`src/rtl/i2s_pkg.sv`:
```
// ============================================================================
// Module   : i2s_pkg
// Brief    : Shared I2S frame constants and types for the i2s_tx / i2s_rx pair.
// Revision : 1.0 - initial release
// ============================================================================
`default_nettype none

package i2s_pkg;

    localparam int FRAME_BCLKS = 64;
    localparam int SLOT_BCLKS  = 32;
    localparam int CNT_W       = $clog2(FRAME_BCLKS);

    typedef logic [CNT_W-1:0] bit_cnt_t;
    typedef logic [CNT_W-2:0] slot_pos_t;

    localparam bit_cnt_t CNT_LAST = bit_cnt_t'(FRAME_BCLKS - 1);

    // What happens to the shift words at the frame boundary.
    typedef enum logic [1:0] {
        XFER_NONE   = 2'd0,
        XFER_HOLD   = 2'd1,
        XFER_BYPASS = 2'd2,
        XFER_REPEAT = 2'd3
    } xfer_t;

    function automatic slot_pos_t slot_pos(input bit_cnt_t cnt);
        return cnt[CNT_W-2:0];
    endfunction

endpackage

`default_nettype wire

```
`src/rtl/i2s_slot_shifter.sv`:
```
// ============================================================================
// Module   : i2s_slot_shifter
// Brief    : One channel word: parallel load, reload of last word, MSB-first shift.
// Revision : 1.0 - initial release
// ============================================================================
`default_nettype none

module i2s_slot_shifter #(
    parameter int BITSIZE = 16
) (
    input  logic               clk,
    input  logic               reset,
    input  logic               load,
    input  logic               reload,
    input  logic               shift,
    input  logic [BITSIZE-1:0] din,
    output logic               msb
);

    // word keeps the last loaded sample so an underrun can resend it.
    logic [BITSIZE-1:0] word;
    logic [BITSIZE-1:0] sreg;

    always_ff @(posedge clk or posedge reset) begin
        if (reset) begin
            word <= '0;
            sreg <= '0;
        end else if (load) begin
            word <= din;
            sreg <= din;
        end else if (reload) begin
            sreg <= word;
        end else if (shift) begin
            sreg <= {sreg[BITSIZE-2:0], 1'b0};
        end
    end

    assign msb = sreg[BITSIZE-1];

endmodule

`default_nettype wire

```
`src/rtl/i2s_tx.sv`:
```
// ============================================================================
// Module   : i2s_tx
// Brief    : I2S transmitter, 64 bclk frame, holding register with bypass/repeat.
// Revision : 1.0 - initial release
// ============================================================================
`default_nettype none

module i2s_tx
    import i2s_pkg::*;
#(
    parameter int BITSIZE = 16
) (
    input  logic               bclk,
    input  logic               reset,
    input  logic [BITSIZE-1:0] left_in,
    input  logic [BITSIZE-1:0] right_in,
    input  logic               in_valid,
    output logic               in_ready,
    input  logic               clear_underrun,
    output logic               lrclk,
    output logic               sdata,
    output logic               frame_start,
    output logic               underrun
);

    localparam slot_pos_t LAST_J = slot_pos_t'(BITSIZE);

    bit_cnt_t           bit_cnt;
    bit_cnt_t           next_cnt;
    logic               run;
    logic               hold_full;
    logic [BITSIZE-1:0] hold_left;
    logic [BITSIZE-1:0] hold_right;

    xfer_t              xfer;
    slot_pos_t          next_j;
    logic               next_slot;
    logic               data_pos;
    logic               accept;
    logic               load;
    logic               reload;
    logic               msb_left;
    logic               msb_right;
    logic [BITSIZE-1:0] load_left;
    logic [BITSIZE-1:0] load_right;

    assign in_ready = ~hold_full;
    assign accept   = in_valid & in_ready;

    // Outputs are registered from the next count so they line up with bit_cnt.
    // The first edge after reset release holds the count at 0 to open a frame.
    always_comb begin
        next_cnt   = run ? bit_cnt + bit_cnt_t'(1) : '0;
        next_j     = slot_pos(next_cnt);
        next_slot  = next_cnt[CNT_W-1];
        data_pos   = (next_j != '0) && (next_j <= LAST_J);
        xfer       = XFER_NONE;
        if (run && (bit_cnt == CNT_LAST)) begin
            if (hold_full) begin
                xfer = XFER_HOLD;
            end else if (accept) begin
                xfer = XFER_BYPASS;
            end else begin
                xfer = XFER_REPEAT;
            end
        end
        load       = (xfer == XFER_HOLD) || (xfer == XFER_BYPASS);
        reload     = (xfer == XFER_REPEAT);
        load_left  = hold_full ? hold_left  : left_in;
        load_right = hold_full ? hold_right : right_in;
    end

    always_ff @(posedge bclk or posedge reset) begin
        if (reset) begin
            bit_cnt     <= '0;
            run         <= 1'b0;
            lrclk       <= 1'b0;
            sdata       <= 1'b0;
            frame_start <= 1'b0;
            hold_full   <= 1'b0;
            hold_left   <= '0;
            hold_right  <= '0;
            underrun    <= 1'b0;
        end else begin
            run         <= 1'b1;
            bit_cnt     <= next_cnt;
            lrclk       <= next_slot;
            frame_start <= (next_cnt == '0);
            sdata       <= data_pos & (next_slot ? msb_right : msb_left);

            if (xfer == XFER_HOLD) begin
                hold_full <= 1'b0;
            end else if (accept && (xfer != XFER_BYPASS)) begin
                hold_full  <= 1'b1;
                hold_left  <= left_in;
                hold_right <= right_in;
            end

            if (xfer == XFER_REPEAT) begin
                underrun <= 1'b1;
            end else if (clear_underrun) begin
                underrun <= 1'b0;
            end
        end
    end

    i2s_slot_shifter #(.BITSIZE(BITSIZE)) u_left (
        .clk    (bclk),
        .reset  (reset),
        .load   (load),
        .reload (reload),
        .shift  (data_pos & ~next_slot),
        .din    (load_left),
        .msb    (msb_left)
    );

    i2s_slot_shifter #(.BITSIZE(BITSIZE)) u_right (
        .clk    (bclk),
        .reset  (reset),
        .load   (load),
        .reload (reload),
        .shift  (data_pos & next_slot),
        .din    (load_right),
        .msb    (msb_right)
    );

endmodule

`default_nettype wire
```
`config.mk`:
```
export PLATFORM = sky130hd
export DESIGN_NAME = i2s_tx
export DESIGN_NICKNAME = d
export VERILOG_FILES = /design/src/rtl/i2s_pkg.sv /design/src/rtl/i2s_slot_shifter.sv /design/src/rtl/i2s_tx.sv
export SDC_FILE = /design/constraint.sdc
export NUM_CORES = 1
export LEC_CHECK = 0
export BUFFER_PORTS_ARGS = -buffer_cell sky130_fd_sc_hd__clkbuf_2
export CAP_MARGIN = 30
export CORE_MARGIN = 4
export CORE_UTILIZATION = 60
export CTS_CLUSTER_DIAMETER = 200
export DETAILED_ROUTE_END_ITERATION = 12
export PLACE_DENSITY = 0.89
export SLEW_MARGIN = 20
export SYNTH_ARGS = -nofsm -noshare
export SYNTH_HDL_FRONTEND = slang
export SYNTH_HIERARCHICAL = 1
export SYNTH_SLANG_ARGS = --single-unit
export TNS_END_PERCENT = 50
```
`constraint.sdc`:
```
create_clock -name bclk -period 2.98 [get_ports bclk]
set_clock_uncertainty 0.15 [all_clocks]
set_input_delay 0.596 -clock bclk [delete_from_list [all_inputs] [get_ports bclk]]
set_output_delay 0.596 -clock bclk [all_outputs]
set_load 0.02 [all_outputs]
```
==> results summary, run 1 <==
The run finished with clean final reports. The number of resized instances in the post-cts repair step is 0. In the global route stage, overall resource usage came out at 0.215. The via count normalized by instance count came out at 5.71. The antenna diode count is 0. The buffers inserted during post-CTS setup optimization is 0.

Data on the critical path is required at its endpoint by approximately 3100 ps. The number of DRC violations after detailed routing is 0. The count of hold-fix buffers inserted at cts came out at 0. The number of antenna-violating nets in the routed design came out at 0. Clock-pin slew was measured on the worst setup and hold paths at 100 ps. Wires add up to 9.92 mm. The worst-case setup slack after placement is 98.3 ps. The number of DRC markers after the initial detailed-route iteration is 301. After layout, the worst setup slack is 234 ps. The number of nets in the synthesized netlist is 517.

The leftover overflow at the end of global routing is 0. The number of levels the H-tree was split into is 3. The path class of the tightest hold or removal check is input pin to asynchronous set/reset pin. The mapped cell area came out at 0.00509 sq mm. The die width came out at between 100 and 150 um. The number of setup violations in the final report came out at 0. The number of CTS-inserted buffers is 9.

The power density relative to cell area is 554 mW/mm^2. Max-cap violations in this run came to 0. The headroom to the max-slew limit is 0.598. The warning count from the yosys run is 6. After synthesis, the mean cell area works out to 10.7 sq um. At the end of routability-driven placement, the weighted congestion stood at between 0.7 and 0.8. The core outline area came out at 0.00822 sq mm. Before antenna repair, the detailed router went through 5 iterations.

The final cell count without fillers came out at 620. The maximum count of clock buffers along a single path is 2. The root buffer cell chosen for the clock tree is sky130_fd_sc_hd__clkbuf_8. The worst supply voltage drop on vdd came out at 0.316 mV.

The count of boundary I/O pins is 41. The later-pin clock latency in the skew report is 370 ps. Timing would allow up to approximately 360 MHz. Buffers placed on the I/O ports in this run total 40. Synthesis instantiated between 40 and 50 different standard cells from the library.

The final instance area is approximately 0.0056 sq mm. The leakage power summed over all cells is 2.62 nW. The area growth from synthesis to layout is 9.54%.

The number of nets in the finished design is 550. The floorplan die area is 0.0100 sq mm. The CTS tree is built. The die height came out at 100 um.

In the final layout, the share of cells above drive strength 1 is 0.301. The largest net degree at the start of global routing came out at 49. The worst setup path is captured at a register.

The number of antenna violations at the first check in global routing was 0. The signal on the critical path passes through ha_1, xor2_1, a211o_1, a211oi_2, nor3_1, or3_1, nor2_1, a21oi_1. The final max-slew violation count came out at 0. The number of instances in the synthesized netlist came out at 477.

The wire length of the first global-routing pass came out at 17.2 mm. The count of fill cells added during filler insertion is between 600 and 700. The critical path is of the register to register type. Among all stages on the critical path, the largest delay is contributed by sky130_fd_sc_hd__or3_1. The top fanout value on the critical path is 15. The final total negative setup slack came out at 0 ps. The kind of launch point of the worst setup path is a register. The number of hold violations in the final report was 0. Data arrives at the worst endpoint at 2860 ps. The instance count after placement with tap cells included is approximately 600. The setup slack of the worst register-to-register path is 230 ps. The detailed placer's ending HPWL came out at 6.81 mm. The multi-input combinational cells in the finished layout cover a total of 0.00207 sq mm. The share of the cycle needed by the critical path after routing is 0.921.

For the pin with the worst max-slew slack, the measured transition is 603 ps. The area occupied by registers came out at 0.00268 sq mm. Setup repair after global routing left no endpoint under its margin. The shortest clock period the worst path allows after layout is 2750 ps. After detailed placement, the total cell area comes to approximately 0.0054 sq mm.

The sequential share of the synthesized area came out at 0.526. After floorplanning, the core was divided into 33 placement rows. After detailed routing, the average wire length per cell comes to 16.0 um. The number of global-route vias before repair is 3,723. The starting utilization of the core area is 0.619. The synthesized design contains 107 register bits. In this design, the stage delay of the slowest critical-path cell is 590 ps. The routed via count is ~3,500.

The number of clock sinks came out at approximately 110.
## per-layer routing
metal	up-vias	part of all wire	GRT usage
met1	1739	0.44	0.284
met5	-	0	0
met4	0	0.024	0.0912
met2	88	0.50	0.354
li1	1695	-	-
met3	20	0.044	0.0354
## critical path: cells and delay by family, from the launching register on
family,cells,cell delay [ps]
simple gates,3,920
compound gates,3,710
flops,1,430
fa+ha+maj,1,250
xor+xnor,1,170
## report_power, final
group	leakage (nW)	switching (mW)	total, mW	internal, mW
Clock	0.102	0.492	0.903	0.412
Combinational	1.25	0.218	0.450	0.231
Sequential	1.26	0.102	1.73	1.63
Total	2.62	0.812	3.09	2.28
## through the flow
step	power, mW	util	hold WS [ps]
finish	3.09	0.678	45.4
floorplan	2.08	-	302
CTS	3.11	0.677	39.5
global placement	2.17	0.653	312
global route	3.25	0.678	60.7
detailed placement	2.21	0.653	322
## kinds of logic (layout without fill, tap and decap cells)
kind of cell    count (synthesis)  count (layout)  share of synthesized area
fa+ha+maj                       4               4                    0.00984
compound gates                105             105                      0.139
other cells                     1               1                   0.000737
xor+xnor                        2               2                    0.00344
flops                         107             107                      0.526
buf+inv                        75             113                     0.0694
mux                            65              65                      0.144
simple gates                  118             118                      0.107
## cells in the final DEF (no fill, tap or decap), drive strengths merged, types with 2 or more instances in the layout
cell,n
nor3b,3
mux2,64
and2,3
or3,2
ha,4
nor2b,2
o21ai,35
nand2,38
nor3,3
clkinv,5
dfrtp,107
nor2,60
a221o,30
clkbuf,50
inv,40
a21oi,32
buf,16
a211oi,2
## worst paths after layout
check	startpoint	end	cells after the start
worst max-delay path	bit_cnt[0]$_DFF_PP0_	u_left/sreg[14]$_DFFE_PP0P_	8
worst min-delay path	reset	u_right/sreg[4]$_DFFE_PP0P_	2
worst max register to register	bit_cnt[0]$_DFF_PP0_	u_left/sreg[14]$_DFFE_PP0P_	8
worst min register to register	hold_left[6]$_DFFE_PP0P_	hold_left[6]$_DFFE_PP0P_	1
max in group asynchronous	reset	bit_cnt[4]$_DFF_PP0_	3
min in group bclk	right_in[6]	hold_right[6]$_DFFE_PP0P_	2
## cell type report
type,count,share of cell area
sequential,107,0.480
multi-input combinational,295,0.372
timing repair buffer,56,0.0597
inverter,41,0.0276
clock buffer,10,0.0247
tap,105,0.0236
clock inverter,6,0.0117
## sequential cells by signal, summed over array words and instances, names as in the netlist
signal,cells
u_right/word,16
frame_start,1
underrun,1
hold_full,1
hold_left,16
run,1
hold_right,16
u_right/sreg,16
u_left/word,16
u_left/sreg,16
bit_cnt,6
sdata,1
## synthesized netlist by cell type, drive strengths merged
cell     instances  area, sq um
buf             24          161
and2             3         21.3
or2b             1         7.51
nand2           38          143
a211o            1         8.76
xnor2            1         8.76
nor3b            3         27.5
ha               4         50.1
nor3             3         20.0
a21oi           32          160
nor4b            1         15.0
o2bb2ai          1         8.76
nor2b            2         20.0
o211a            1         10.0
a21o             1         7.51
and3             1         7.51
dfrtp          107         2680
mux2            64          721
or2              1         6.26
nand3            1         5.00
a31oi            1         6.26
or3              2         12.5
inv             41          154
clkbuf          10         37.5
or3b             1         8.76
xor2             1         8.76
nand2b           1         6.26
a221o           30          300
a21boi           1         7.51
conb             1         3.75
a211oi           2         25.0
nor2            60          245
mux2i            1         10.0
o21ai           35          175
(Power assumes the default switching activity.)
==> inputs of run 2 (changes only) <==
==> constraint.sdc (replaced) <==
create_clock -name bclk -period 2.98 [get_ports bclk]
set_clock_uncertainty 0.15 [all_clocks]
set_input_delay 0.298 -clock bclk [delete_from_list [all_inputs] [get_ports bclk]]
set_output_delay 0.298 -clock bclk [all_outputs]
set_load 0.02 [all_outputs]
==> run 2 against run 1 <==
Against the previous run:
- sequential power about the same
- flip-flop and latch count unchanged
- routed wire length increased by 1.4%
- register-to-register slack got worse by 60 ps
- fmax decreased by 2.2%
==> results summary, run 2 (same netlist as run 1, synthesis figures left out) <==
The run finished with clean final reports. The fraction of met1 tracks used by global routing is 0.296. The number of cells on the worst reg-to-reg path is 8. Before antenna repair, the detailed router went through 5 iterations.

In this run the remaining antenna-violating nets after routing total 0. The count of cells along the worst hold path came out at 2. The routed wire length is just over 10 mm. The final cell count without fillers is between 600 and 700. The worst setup path is captured at a register. The number of CTS-inserted buffers is 9. The number of DRC violations after detailed routing is 0. Walking the worst path, the cells encountered are ha_1, xor2_1, a211o_1, a211oi_2, nor3_1, or3_1, nor2_1, a21oi_1. The number of setup violations in the final report came out at 0. Setup repair after global routing left no endpoint under its margin. The final total negative setup slack is 0 ps. The count of input and output buffers is 40. The number of hold violations in the final report is 0. The worst supply voltage drop on vdd came out at between 0.3 and 0.4 mV.

The fmax is 356 MHz. The average wire per cell in the routed design came out at between 15 and 20 um. The critical path is of the register to register type. The detailed router finished its first iteration with between 200 and 300 violations.

The number of antenna violations at the first check in global routing came out at 0. The tightest min-delay check is of the input pin to register type. The die height came out at about 100 um. The worst register-to-register path ends at u_left/sreg[5]$_DFFE_PP0P_. For this run, the post-layout net count is 552. Leaving out fill and tap cells, the most frequent cell in the layout is sky130_fd_sc_hd__dfrtp_1. The floorplan die area is 0.0100 sq mm.

The number of levels the H-tree was split into is 3. The kind of launch point of the worst setup path is a register. The transition at the pin with the smallest max-transition slack came out at about 640 ps. Of the cells placed in the final design, the portion with a size suffix greater than 1 is 0.296. The most used routing layer in global routing is met2. The instance count after placement with tap cells included is 603. The share of the cycle needed by the critical path after routing is 0.942. The CTS tree is built. The critical path buffer and inverter count is 0. The weighted congestion reported at the end of routability-driven placement is 0.798. The later-pin clock latency in the skew report came out at 370 ps. The delay of the slowest cell on the worst path is 610 ps. Compared with the post-synthesis result, the final layout area differs by 9.32%.

The starting utilization of the core area is 0.619. The library cells used most frequently in the layout, excluding fill and tap cells, are sky130_fd_sc_hd__dfrtp_1, sky130_fd_sc_hd__mux2_2, sky130_fd_sc_hd__nor2_1, sky130_fd_sc_hd__clkbuf_2, sky130_fd_sc_hd__inv_1. The leakage power summed over all cells is between 2 and 3 nW. In this design, the largest share of critical-path delay is due to simple AND/OR/NAND/NOR gates. In the global route stage, met3 resource usage came out at 0.0299.

The setup slack of the worst register-to-register path is around 170 ps. Entering global routing, the biggest net connects 49 pins. The number of antenna diodes in the final layout is 0. The tree is rooted in a sky130_fd_sc_hd__clkbuf_8. Measured against its own limit, the worst slew margin works out to 0.577.

The detailed placer's ending HPWL is 6.88 mm. Measured along the x axis, the die boundary spans 100 um. Across every metal layer, demand over resource in global routing totals 0.214. The buffers inserted during post-CTS setup optimization came out at 0. The power density relative to cell area is approximately 550 mW/mm^2. The core outline area came out at between 0.008 and 0.009 sq mm. The routed via count is roughly 3,600. For this design, the sink count on the clock tree is 107.

In this run the most critical hold path is launched from left_in[9]. The leftover overflow at the end of global routing is 0. The top fanout value on the critical path is 15. The arrival time of data at the critical path endpoint came out at 2920 ps. The number of max-cap violations is 0. The smallest clock period supported by the final layout is computed as approximately 2800 ps.

The met2 track demand over resource in global routing is 0.342. The wire length of the first global-routing pass is 17.2 mm. The number of global-route vias before repair came to 3,712. The final max-slew violation count is 0. The clock edge transition at the registers on the reported setup and hold paths came out at 110 ps. The worst endpoint required time is just over 3000 ps. The count of boundary I/O pins is 41.

The worst reg2reg path startpoint is bit_cnt[0]$_DFF_PP0_. For hold timing, the worst endpoint is hold_left[9]$_DFFE_PP0P_. In the routed layout, each cell is associated on average with a via count of 5.83. The maximum count of clock buffers along a single path came out at 2. Row generation in the floorplan step produced 33 rows.

The critical path crosses 8 cells after its start point. For this design, the slowest cell found on the critical path is sky130_fd_sc_hd__or3_1.
-- run 2: changes by cell type in the layout (fill, tap and decap cells not counted), sizes merged --
cell / previous run / this run
inv: 40 / 42
dlygate4sd3: 0 / 2
bufinv: 1 / 0
clkinv: 5 / 4
-- run 2: layout make-up --
type	instances	area, sq um
Tap cell	105	131
Clock inverter	6	47.5
Inverter	41	154
Fill cell	583	2660
Clock buffer	10	138
Timing Repair Buffer	58	348
Sequential cell	107	2680
Multi-Input combinational cell	295	2070
-- run 2: report_power, final --
part	switching (mW)	internal (mW)
Clock	0.513	0.335
Combinational	0.229	0.235
Sequential	0.103	1.63
Total	0.844	2.20
-- run 2: per-layer routing --
layer / share of wire / vias to the layer above
met4: 0.018 / 0
met2: 0.49 / 104
met5: 0 / -
met1: 0.45 / 1815
li1: - / 1691
met3: 0.041 / 18
-- run 2: timing repair --
action / 4_1_cts / 5_1_grt
endpoints found under the setup margin: 0 / 57
resized for setup: 0 / 1
hold buffers: 2 / 0
endpoints found under the hold margin: 65 / 0
-- run 2: worst reg2reg max path, cell delays in order (launching register included) --
cell and delay, ps:
sky130_fd_sc_hd__dfrtp_1 430, sky130_fd_sc_hd__ha_1 250, sky130_fd_sc_hd__xor2_1 160, sky130_fd_sc_hd__a211o_1 330, sky130_fd_sc_hd__a211oi_2 350, sky130_fd_sc_hd__nor3_1 140
sky130_fd_sc_hd__or3_1 610, sky130_fd_sc_hd__nor2_1 230, sky130_fd_sc_hd__a21oi_1 70
-- run 2: per-stage QoR --
stage	instance area [sq um]	util	total power [mW]	setup slack [ps]	hold WS [ps]
2_1_floorplan	5090	-	2.08	321	264
3_3_place_gp	5340	0.650	2.17	347	167
3_5_place_dp	5340	0.650	2.22	209	178
4_1_cts	5550	0.675	3.06	197	4.04
5_1_grt	5560	0.677	3.20	9.40	1.26
6_report	5560	0.677	3.05	172	15.6
-- run 2: worst max-delay path by stage --
stage | from | to | slack [ps]
after floorplan | bit_cnt[0]$_DFF_PP0_ | hold_left[15]$_DFFE_PP0P_ | 320
after global placement | bit_cnt[0]$_DFF_PP0_ | hold_right[1]$_DFFE_PP0P_ | 350
after detailed placement | bit_cnt[0]$_DFF_PP0_ | u_left/sreg[5]$_DFFE_PP0P_ | 210
after CTS | bit_cnt[0]$_DFF_PP0_ | u_left/sreg[5]$_DFFE_PP0P_ | 200
after global routing | bit_cnt[0]$_DFF_PP0_ | u_left/sreg[8]$_DFFE_PP0P_ | 9
final | bit_cnt[0]$_DFF_PP0_ | u_left/sreg[5]$_DFFE_PP0P_ | 170
